`src/rtl/cmp_capture.sv`:
```
// Purpose : samples the synchronized comparator decision once per evaluate phase
//           (SETTLE clks after cmp_p1 rises) and counts 1-decisions per window.
// Latency : decision/count/valid update on edge E+SETTLE+1 (E = edge seeing the rise).
// Backpressure: valid/ready; a window finishing while a result is still pending
//           is dropped and flags sticky overrun.
//
// Ports:
//   clk, reset      single clock, synchronous active-high reset
//   cmp_p1          evaluate phase from the phase generator (clk-synchronous)
//   cmp_out         raw comparator latch output (asynchronous, synchronized here)
//   enable          capture enable; low discards the partial window
//   ready           consumer accepts count
//   count           number of 1-decisions in the last published window
//   valid           count holds an unconsumed result
//   overrun         sticky: a window result was dropped because one was pending
//   decision        most recent sampled decision
//   busy            state machine is not idle
module cmp_capture #(
    parameter int WINDOW_LOG2 = 4,
    parameter int SETTLE      = 2
) (
    input  logic                   clk,
    input  logic                   reset,
    input  logic                   cmp_p1,
    input  logic                   cmp_out,
    input  logic                   enable,
    input  logic                   ready,
    output logic [WINDOW_LOG2:0]   count,
    output logic                   valid,
    output logic                   overrun,
    output logic                   decision,
    output logic                   busy
);

    typedef enum logic [1:0] {
        ST_IDLE      = 2'd0,
        ST_WAIT_EDGE = 2'd1,
        ST_SETTLE    = 2'd2,
        ST_SAMPLE    = 2'd3
    } state_t;

    // n reaching 2^WINDOW_LOG2 marks the last decision of a window.
    localparam logic [WINDOW_LOG2:0] WIN_N     = {1'b1, {WINDOW_LOG2{1'b0}}};
    localparam logic [1:0]           SCNT_LAST = (SETTLE == 0) ? 2'd0 : 2'(SETTLE - 1);

    state_t                 state_q, state_d;
    logic [1:0]             scnt_q, scnt_d;
    logic [WINDOW_LOG2:0]   acc_q, acc_d;
    logic [WINDOW_LOG2:0]   n_q, n_d;
    logic [WINDOW_LOG2:0]   count_q, count_d;
    logic                   valid_q, valid_d;
    logic                   overrun_q, overrun_d;
    logic                   decision_q, decision_d;
    logic                   busy_q, busy_d;
    logic                   p1_q, p1_d;
    logic                   sync1_q, sync1_d;
    logic                   sync2_q, sync2_d;

    logic                   rise;
    logic                   xfer;
    logic                   publish;
    logic [WINDOW_LOG2:0]   acc_inc;
    logic [WINDOW_LOG2:0]   n_inc;

    always_comb begin
        sync1_d    = cmp_out;
        sync2_d    = sync1_q;
        p1_d       = cmp_p1;
        rise       = cmp_p1 & ~p1_q;
        xfer       = valid_q & ready;
        acc_inc    = acc_q + {{WINDOW_LOG2{1'b0}}, sync2_q};
        n_inc      = n_q + {{WINDOW_LOG2{1'b0}}, 1'b1};

        state_d    = state_q;
        scnt_d     = scnt_q;
        acc_d      = acc_q;
        n_d        = n_q;
        count_d    = count_q;
        valid_d    = valid_q;
        overrun_d  = overrun_q;
        decision_d = decision_q;
        publish    = 1'b0;

        if (xfer) begin
            valid_d = 1'b0;
        end

        if (!enable) begin
            // Disable wins over every transition, including a rise or a
            // pending sample on this edge; the partial window is discarded.
            state_d = ST_IDLE;
            acc_d   = '0;
            n_d     = '0;
        end else begin
            unique case (state_q)
                ST_IDLE: begin
                    state_d = ST_WAIT_EDGE;
                end
                ST_WAIT_EDGE: begin
                    if (rise) begin
                        if (SETTLE == 0) begin
                            state_d = ST_SAMPLE;
                        end else begin
                            state_d = ST_SETTLE;
                            scnt_d  = 2'd0;
                        end
                    end
                end
                ST_SETTLE: begin
                    // Rises here are ignored: one sample per evaluate phase.
                    if (scnt_q == SCNT_LAST) begin
                        state_d = ST_SAMPLE;
                    end else begin
                        scnt_d = scnt_q + 2'd1;
                    end
                end
                ST_SAMPLE: begin
                    state_d    = ST_WAIT_EDGE;
                    decision_d = sync2_q;
                    if (n_inc == WIN_N) begin
                        publish = 1'b1;
                        acc_d   = '0;
                        n_d     = '0;
                    end else begin
                        acc_d = acc_inc;
                        n_d   = n_inc;
                    end
                end
                default: begin
                    state_d = ST_IDLE;
                end
            endcase
        end

        // A publish lands only if the output slot is free or being drained
        // on this same edge; otherwise the old count is kept.
        if (publish) begin
            if (!valid_q || xfer) begin
                count_d = acc_inc;
                valid_d = 1'b1;
            end else begin
                overrun_d = 1'b1;
            end
        end

        busy_d = (state_d != ST_IDLE);
    end

    always_ff @(posedge clk) begin
        if (reset) begin
            state_q    <= ST_IDLE;
            scnt_q     <= 2'd0;
            acc_q      <= '0;
            n_q        <= '0;
            count_q    <= '0;
            valid_q    <= 1'b0;
            overrun_q  <= 1'b0;
            decision_q <= 1'b0;
            busy_q     <= 1'b0;
            p1_q       <= 1'b0;
            sync1_q    <= 1'b0;
            sync2_q    <= 1'b0;
        end else begin
            state_q    <= state_d;
            scnt_q     <= scnt_d;
            acc_q      <= acc_d;
            n_q        <= n_d;
            count_q    <= count_d;
            valid_q    <= valid_d;
            overrun_q  <= overrun_d;
            decision_q <= decision_d;
            busy_q     <= busy_d;
            p1_q       <= p1_d;
            sync1_q    <= sync1_d;
            sync2_q    <= sync2_d;
        end
    end

    assign count    = count_q;
    assign valid    = valid_q;
    assign overrun  = overrun_q;
    assign decision = decision_q;
    assign busy     = busy_q;

endmodule

```
`config.mk`:
```
export PLATFORM = sky130hd
export DESIGN_NAME = cmp_capture
export DESIGN_NICKNAME = d
export VERILOG_FILES = /design/src/rtl/cmp_capture.sv
export SDC_FILE = /design/constraint.sdc
export NUM_CORES = 1
export LEC_CHECK = 0
export BUFFER_PORTS_ARGS = -buffer_cell sky130_fd_sc_hd__clkbuf_2
export CAP_MARGIN = 20
export CORE_ASPECT_RATIO = 1.2
export CORE_MARGIN = 2
export CORE_UTILIZATION = 55
export CTS_BUF_LIST = sky130_fd_sc_hd__clkbuf_16
export DETAILED_ROUTE_END_ITERATION = 16
export PLACE_DENSITY = 0.76
export SLEW_MARGIN = 20
export SYNTH_ARGS = -nofsm -noshare
export SYNTH_HDL_FRONTEND = slang
export SYNTH_SLANG_ARGS = --single-unit
```
`constraint.sdc`:
```
create_clock -name clk -period 2.3 [get_ports clk]
set_input_delay 0 -clock clk [delete_from_list [all_inputs] [get_ports clk]]
set_output_delay 0 -clock clk [all_outputs]
set_load 0.01 [all_outputs]
```
; ---- Yosys cells after proc, flatten, opt, wreduce, memory -nomap -nowiden
; Cells that the tools add are included.
[word_totals]
regBits = 26
input_bits = 6
output_inout_bits = 9
elab_cells = 53
[op_classes]
n_addsub = 3
n_eq_ne = 7
mux = 15
n_bitwise = 5
reduce_logical = 11
[op_table]
columns = cell, count
row1 = 2-bit two-way mux, 5
row2 = 5-bit two-way mux, 2
row3 = 1-bit two-way mux, 6
row4 = 2-bit case mux with 3 select lines, 1
row5 = 2-bit AND reduction, 3
row6 = 5-bit by 1-bit adder with 5-bit output, 1
row7 = 5-bit by 1-bit adder with 5-bit output (second input constant), 1
row8 = 5-bit == test (second input constant), 1
row9 = 2-bit by 1-bit == test with 1-bit output (second input constant), 2
row10 = 2-bit == test (second input constant), 2
row11 = 2-bit != test (second input constant), 2
row12 = 2-bit case mux with 2 select lines, 1
row13 = 4-bit AND reduction, 1
row14 = 2-bit nonzero test, 2
row15 = 2-bit OR reduction, 2
row16 = 1-bit inverter, 3
row17 = 2-bit by 1-bit adder with 2-bit output (second input constant), 1
row18 = 1-bit AND, 2
row19 = 2-bit zero test, 1
row20 = 1-bit zero test, 1
row21 = 1-bit logical OR, 1

; ---- Depth between registers and ports, before layout
; Gate-level depths: netlist (run 1).
[depth]
ltp_word = 6
ltp_mapped = 6
mapped_depth_nobuf = 6

; ---- Worst setup path after synthesis (run 1)
; No wires, ideal clock.
[synth_path]
kind = register to register
startpoint = reg n_q[0]
endpoint = reg count_q[3] (netlist: count[3])
setup_ps = 136
arrival_ps = 1412
required_time_ps = 2164
path_slack_ps = 752
stages_incl_launch_ff = 6
n_path_buf = 0
synth_period_minus_slack_ps = 1548
path_cell_list = dfxtp_1 -> ha_1 -> nand3_2 -> xor2_2 -> nor3_2 -> a211oi_2
[synth_via]
elab_chain_cells = 6
[synth_rtl]
columns = element, line
row1 = "start, declared", 49  ; logic [WINDOW_LOG2:0] n_q, n_d;
row2 = "start signal, assigned", 167  ; n_q <= n_d;
row3 = 5-bit by 1-bit adder with 5-bit output, 72  ; n_inc = n_q + {{WINDOW_LOG2{1'b0}}, 1'b1};
row4 = 5-bit == test, 120  ; if (n_inc == WIN_N) begin
row5 = 1-bit two-way mux, 120
row6 = 1-bit two-way mux, 95  ; unique case (state_q)
row7 = 1-bit two-way mux, 88  ; if (!enable) begin
row8 = 2-bit AND reduction (no source line), n/a
row9 = "end signal, assigned", 168  ; count_q <= count_d;
row10 = "end, declared", 50  ; logic [WINDOW_LOG2:0] count_q, count_d;
; Every way passes these cells.
; A chain may end at the register's enable or synchronous reset.

; ---- Worst setup path after layout (run 1)
[layout_path]
startpoint = reg n_q[0]
endpoint = reg acc_q[4]
[layout_via]
elab_chain_cells = 3
[layout_rtl]
columns = element, line
row1 = 5-bit by 1-bit adder with 5-bit output, 72
row2 = 5-bit == test, 120
row3 = 5-bit two-way mux, 120
row4 = "end signal, assigned", 153  ; acc_q <= '0;
row5 = "end signal, assigned", 166  ; acc_q <= acc_d;
row6 = "end, declared", 48  ; logic [WINDOW_LOG2:0] acc_q, acc_d;
; Every way passes these cells.

==> results of run 1 <==
==> power groups by stage <==
| stage | clock (W) | sequential, W | combinational [W] |
|---|---|---|---|
| floorplan | 0 | 0.000472 | 0.0000414 |
| global placement | 0 | 0.000472 | 0.0000579 |
| detailed placement | 0 | 0.000473 | 0.0000599 |
| CTS | 0.000502 | 0.000462 | 0.0000625 |
| global route | 0.000512 | 0.000463 | 0.0000686 |
| finish | 0.000491 | 0.000462 | 0.0000617 |
==> state kept, by name, indices dropped and copies added, names as in the netlist <==
signal / count
scnt_q: 2
count: 5
p1_q: 1
sync2_q: 1
sync1_q: 1
overrun: 1
state_q: 2
decision: 1
busy: 1
valid: 1
acc_q: 5
n_q: 5
==> cell families after synthesis <==
logic type	Yosys count	share of synthesized area, %
compound gates	30	18.0
buf+inv	8	2.37
fa+ha+maj	9	8.53
simple gates	51	22.7
xor+xnor	7	6.64
flops	26	39.4
mux	3	2.27
==> worst max-delay path by stage <==
| stage | depth (start not counted) | start | slack, ps | to |
|---|---|---|---|---|
| 3_3_place_gp | 5 | n_q[0]$_SDFFE_PP0N_ | 680 | count[3]$_SDFFE_PP0P_ |
| 3_5_place_dp | 5 | n_q[0]$_SDFFE_PP0N_ | 630 | count[4]$_SDFFE_PP0P_ |
| 4_1_cts | 5 | n_q[0]$_SDFFE_PP0N_ | 590 | acc_q[4]$_SDFFE_PP0N_ |
| 6_report | 5 | n_q[0]$_SDFFE_PP0N_ | 580 | acc_q[4]$_SDFFE_PP0N_ |
| 2_1_floorplan | 5 | n_q[0]$_SDFFE_PP0N_ | 750 | count[3]$_SDFFE_PP0P_ |
| 5_1_grt | 5 | n_q[0]$_SDFFE_PP0N_ | 450 | acc_q[4]$_SDFFE_PP0N_ |
==> synth_stat cells (4+ instances only) <==
cell type and number:
sky130_fd_sc_hd__nand2_1 6, sky130_fd_sc_hd__inv_1 4, sky130_fd_sc_hd__nor2b_1 8, sky130_fd_sc_hd__a31oi_1 4, sky130_fd_sc_hd__nand3_1 8, sky130_fd_sc_hd__nor2_1 8
sky130_fd_sc_hd__o31ai_1 4, sky130_fd_sc_hd__xor2_1 4, sky130_fd_sc_hd__a21oi_1 5, sky130_fd_sc_hd__ha_1 9, sky130_fd_sc_hd__nand3b_1 7, sky130_fd_sc_hd__dfxtp_1 26
==> layer usage <==
| layer | share of wire (%) | vias to the layer above | routed length, µm | track usage, % |
|---|---|---|---|---|
| met5 | 0 | - | 0 | 0 |
| met4 | 2.0 | 0 | 48 | 8.57 |
| met3 | 2.3 | 6 | 55 | 3.09 |
| met2 | 53 | 18 | 1280 | 34.6 |
| met1 | 42 | 470 | 1020 | 19.0 |
| li1 | - | 524 | - | - |
==> what timing repair did <==
action	in CTS	in global routing
setup endpoints to repair	0	0
hold buffers	2	0
hold endpoints to repair	2	0
==> cell type report <==
class | count | share of cell area [%]
inverter | 4 | 0.967
clock inverter | 1 | 1.93
sequential | 26 | 33.5
timing repair buffer | 18 | 6.77
multi-input combinational | 100 | 49.5
clock buffer | 3 | 4.83
tap | 31 | 2.50
==> stage by stage <==
step / total power, W / instances / area (µm²) / hold slack (ps) / setup WS [ps]
3_3_place_gp: 0.000530 / 177 / 1430 / 229 / 677
3_5_place_dp: 0.000532 / 177 / 1430 / 219 / 629
2_1_floorplan: 0.000514 / 134 / 1320 / 71.6 / 752
5_1_grt: 0.00104 / 183 / 1550 / 91.7 / 447
4_1_cts: 0.00103 / 183 / 1550 / 68.3 / 586
6_report: 0.00102 / 183 / 1550 / 72.5 / 577
==> worst min-delay path: stages <==
cell,delay (ps)
sky130_fd_sc_hd__clkbuf_2,130
sky130_fd_sc_hd__nand3_1,100
sky130_fd_sc_hd__a21oi_1,60
==> metrics, run 1 <==
Unique masters post-synth=39; leakage power of the design=0.623 nW; worst path required time=2460 ps; critical path startpoint category=register; worst setup slack for register-to-register paths=580 ps; width of the chip=48.7 µm; cell class contributing the biggest share of worst-path delay=flip-flops; min-delay worst type=input pin to register; Top FF cell, synth=sky130_fd_sc_hd__dfxtp_1; total iterations of the first detailed-routing run=4; global placer's final weighted congestion=0.866; net count reported at finish=168; worst hold stages=3; sum of overflow across all layers after global routing=0; endpoint with the worst hold slack=decision$_SDFFE_PP0P_; clock root cell=sky130_fd_sc_hd__clkbuf_16; remaining number of nets flagged by the antenna check after routing=0; Pins Over Slew Limit=0; synthesized net count=149; Max Fclk=580 MHz; most frequent cells in the layout=sky130_fd_sc_hd__dfxtp_1, sky130_fd_sc_hd__clkbuf_2, sky130_fd_sc_hd__ha_1; final hold violation count=0; Layout area overhead=17.6%; largest net degree at the start of global routing=16; antenna violations before repair=0; largest area contributor in the netlist=sky130_fd_sc_hd__dfxtp_1; number of clock sinks seen by CTS=26; fill cell instance count of the final layout=191; input/output buffers=14; fin crit share=74.9%; Cell Area, Synth=1320 µm²; Setup Fix Bufs, Post-CTS=0; Worst-path clk slew=60 ps; switching pwr=0.000183 W; status=finished, final reports clean; number of synthesized register bits=26; Synthesis Warnings=0; CTS H-tree depth=1; routed wire length=2.41 mm; sequential cell area=520 µm²; top cell type's share of synthesized area=39.4%; height of the chip=57.7 µm; Gate power share=6.1%; detailed-route DRC error count=0; post-route setup TNS=0 ps; post-synthesis average cell area=9.85 µm²; Core Box Area=2280 µm²; list of cells traversed by the critical path=ha_1 -> nand3_2 -> xor2_2 -> nor2_2 -> o31ai_1; via count of the first global-routing pass=924; Clock Tree Buf Depth=2; Setup CP Type=register to register; starting density of the core=57.8%; startpoint of the most critical hold path=enable; worst flop-to-flop path endpoint=acc_q[4]$_SDFFE_PP0N_; Relative slew margins=74.7%; Wirelength per Cell=13.1 µm; Std-Cell Rows=19; master of the slowest instance on the critical path=sky130_fd_sc_hd__dfxtp_1; Max Fanout on Critical Path=7; Clock Latency Late Sink=260 ps; net switching fraction of the power=18.0%; Mapped Cells=134; wire length of the first global-routing pass=3.94 mm; Flop pwr share=45.5%; I/O pin cnt=15; Multi-input gate area=768 µm²; number of diodes=0; share of the core filled with cells=68.0%; total of endpoints with negative setup slack in the final report=0; placed wire-length estimate=1.88 mm; share of cells above drive strength 1=22.4%; cells taking the most area after synthesis=sky130_fd_sc_hd__dfxtp_1, sky130_fd_sc_hd__ha_1, sky130_fd_sc_hd__nand3b_1, sky130_fd_sc_hd__nor2b_1, sky130_fd_sc_hd__nand3_1; Bufs and invs on worst path=0; power density normalized to cell area=654 nW/µm²; unrepaired setup endpoints after global routing=no; category of the worst setup path capture point=register; total track usage=18.0%; detail-routed via count per cell=5.56; Post-synth EDFFs=0; time the worst path needs with I/O delays and setup=1720 ps; TritonCTS clock tree=built; count of cells resized by post-cts repair=0; most common cell after layout, fill and taps aside=sky130_fd_sc_hd__dfxtp_1; number of max-cap violations=0; P_int=0.000832 W; maximum cell stage delay along the critical path=430 ps; data arrival time of the critical path=1880 ps; Final Skew=3.56 ps; reg-to-reg startpoint=n_q[0]$_SDFFE_PP0N_; proportion of synthesized flip-flops having asynchronous set or reset=0%; measured slew at the worst slew-check pin=378 ps; number of DRC markers in iteration 0=23; clock network power share=48.4%; clock buffer count from CTS=3; sequential share of the synthesized area=39.4%; R2R depth=5; area enclosed by the die boundary=2810 µm²; worst supply voltage drop on vdd=0.411 mV; total via count after detailed routing=1018
Note: power is estimated with default switching activity, not from simulation.
==> run 2: changes to the inputs <==
Clock period 2.3 ns to 1.71 ns, I/O delays scaled along.
==> run 2 against run 1 <==
Die area did not move; sequential share of layout area down 0.97 points; largest power group is now registers; sequential power increased by 34%; routed wire length grew 19%; global-route usage up 5.0 points; first-iteration DRC count increased by 30%.
==> metrics, run 2 (synthesized netlist as in run 1, its figures left out) <==
status=finished, final reports clean; detailed-route DRC error count=0 (unchanged); final hold violation count=0 (unchanged); total track usage=23.1% (+5.0 points); total via count after detailed routing=1048 (+2.9%); data arrival time of the critical path=1780 ps (-100 ps); remaining number of nets flagged by the antenna check after routing=0 (unchanged); global placer's final weighted congestion=0.837 (-3.4%); Setup CP Type=register to register; power density normalized to cell area=765 nW/µm² (+17%); clock buffer count from CTS=3 (unchanged); most frequent cells in the layout=sky130_fd_sc_hd__dfxtp_1, sky130_fd_sc_hd__clkbuf_2, sky130_fd_sc_hd__nand3_1, sky130_fd_sc_hd__nor2_1, sky130_fd_sc_hd__ha_1; number of DRC markers in iteration 0=30 (+30%); worst supply voltage drop on vdd=0.625 mV (+52%); placed inst area=1450 µm² (+1.6%); via count of the first global-routing pass=1099 (+19%); share of cells above drive strength 1=25.8% (+3.4 points); antenna violations before repair=0 (unchanged); post-route setup TNS=0 ps (unchanged); placed wire-length estimate=2.01 mm (+7.3%); maximum cell stage delay along the critical path=410 ps (-20 ps); Clock Latency Late Sink=260 ps (about the same); detail-routed via count per cell=5.63 (+1.3%); Relative slew margins=69.5% (-5.2 points); Final Skew=3.03 ps (-0.532 ps); number of max-cap violations=0 (unchanged); Clock Tree Buf Depth=2 (unchanged); measured slew at the worst slew-check pin=456 ps (+78.3 ps); input/output buffers=14 (unchanged); share of the core filled with cells=70.4% (+2.4 points); Std-Cell Rows=19 (unchanged); width of the chip=48.7 µm (unchanged); total iterations of the first detailed-routing run=4 (unchanged); clock root cell=sky130_fd_sc_hd__clkbuf_16; sum of overflow across all layers after global routing=0 (unchanged); largest net degree at the start of global routing=15 (-1); Wirelength per Cell=15.4 µm (+17%); starting density of the core=57.8% (unchanged); net count reported at finish=171 (+1.8%); area enclosed by the die boundary=2810 µm² (unchanged); most common cell after layout, fill and taps aside=sky130_fd_sc_hd__dfxtp_1; fin crit share=96.3% (+21 points); fill cell instance count of the final layout=194 (+1.6%); Pins Over Slew Limit=0 (unchanged); number of clock sinks seen by CTS=26 (unchanged); Max Fanout on Critical Path=7 (unchanged); routed wire length=2.87 mm (+19%); number of diodes=0 (unchanged); unrepaired setup endpoints after global routing=no; TritonCTS clock tree=built; min-delay worst type=input pin to register; master of the slowest instance on the critical path=sky130_fd_sc_hd__dfxtp_2; critical path startpoint category=register; Core Box Area=2280 µm² (unchanged); Layout area overhead=21.7%; I/O pin cnt=15 (unchanged); total of endpoints with negative setup slack in the final report=0 (unchanged); Final Cell Area=1610 µm² (+3.5%); Worst-path clk slew=60 ps (about the same); wire length of the first global-routing pass=5.02 mm (+28%); Max Fclk=607 MHz (+4.6%); height of the chip=57.7 µm (unchanged); time the worst path needs with I/O delays and setup=1650 ps (-76.3 ps); cell class contributing the biggest share of worst-path delay=simple AND/OR/NAND/NOR gates; list of cells traversed by the critical path=ha_1 -> nor4b_4 -> a31oi_4 -> nor3_4 -> a211oi_2; worst path required time=1840 ps (-620 ps); Bufs and invs on worst path=0 (unchanged); leakage power of the design=0.648 nW (+4.1%); category of the worst setup path capture point=register; CTS H-tree depth=1 (unchanged)
run 2: where the power goes:
group          leakage [nW]   total, W  internal, W  switching, W
Combinational         0.398  0.0000902    0.0000433     0.0000469
Sequential            0.212   0.000621     0.000616    0.00000575
Clock                0.0385   0.000518     0.000313      0.000205
Total                 0.648    0.00123     0.000972      0.000258
run 2: final cells by class:
type	instances	area (µm²)	share of cell area, %
multi-input cells	100	823	51.2
flip-flops and latches	26	523	32.6
well taps	31	38.8	2.41
inverters	4	15.0	0.935
clock inverters	1	3.75	0.234
repair buffers	21	128	7.94
clock buffers	3	75.1	4.67
run 2: per-layer routing:
layer	GRT usage, %	up-vias	wire, µm
met2	41.9	21	1570
met4	12.7	0	79
met1	25.8	488	1140
met5	0	-	0
li1	-	529	-
met3	3.87	10	80
run 2: stage by stage:
stage,hold WS [ps],power (W),setup WS (ps),instances
2_1_floorplan,71.6,0.000691,162,134
3_3_place_gp,212,0.000719,94.3,180
3_5_place_dp,229,0.000723,-19.4,180
4_1_cts,69.6,0.00123,19.7,186
5_1_grt,88.5,0.00128,7.55,186
6_report,62.8,0.00123,63.1,186
run 2: repair_timing:
action / CTS / global route
hold buffers: 2 / 0
gates cloned: 0 / 0
pin swaps: 0 / 2
resized for setup: 5 / 5
setup endpoints to repair: 5 / 10
hold endpoints to repair: 2 / 0
setup buffers: 0 / 0
run 2: path summary, 6_finish.rpt:
path,startpoint,end,slack (ps),cells past startpoint
hold / removal,enable,decision$_SDFFE_PP0P_,60,3
setup reg to reg,n_q[0]$_SDFFE_PP0N_,count[2]$_SDFFE_PP0P_,60,5
hold reg to reg,sync1_q$_SDFF_PP0_,sync2_q$_SDFF_PP0_,450,1
setup / recovery,n_q[0]$_SDFFE_PP0N_,count[2]$_SDFFE_PP0P_,60,5
run 2: worst min-delay path, delay by kind of cell:
kind                   cells  cell delay [ps]
AO/OA/AOI/OAI              1               50
buffers and inverters      1              130
AND/OR/NAND/NOR            1               90
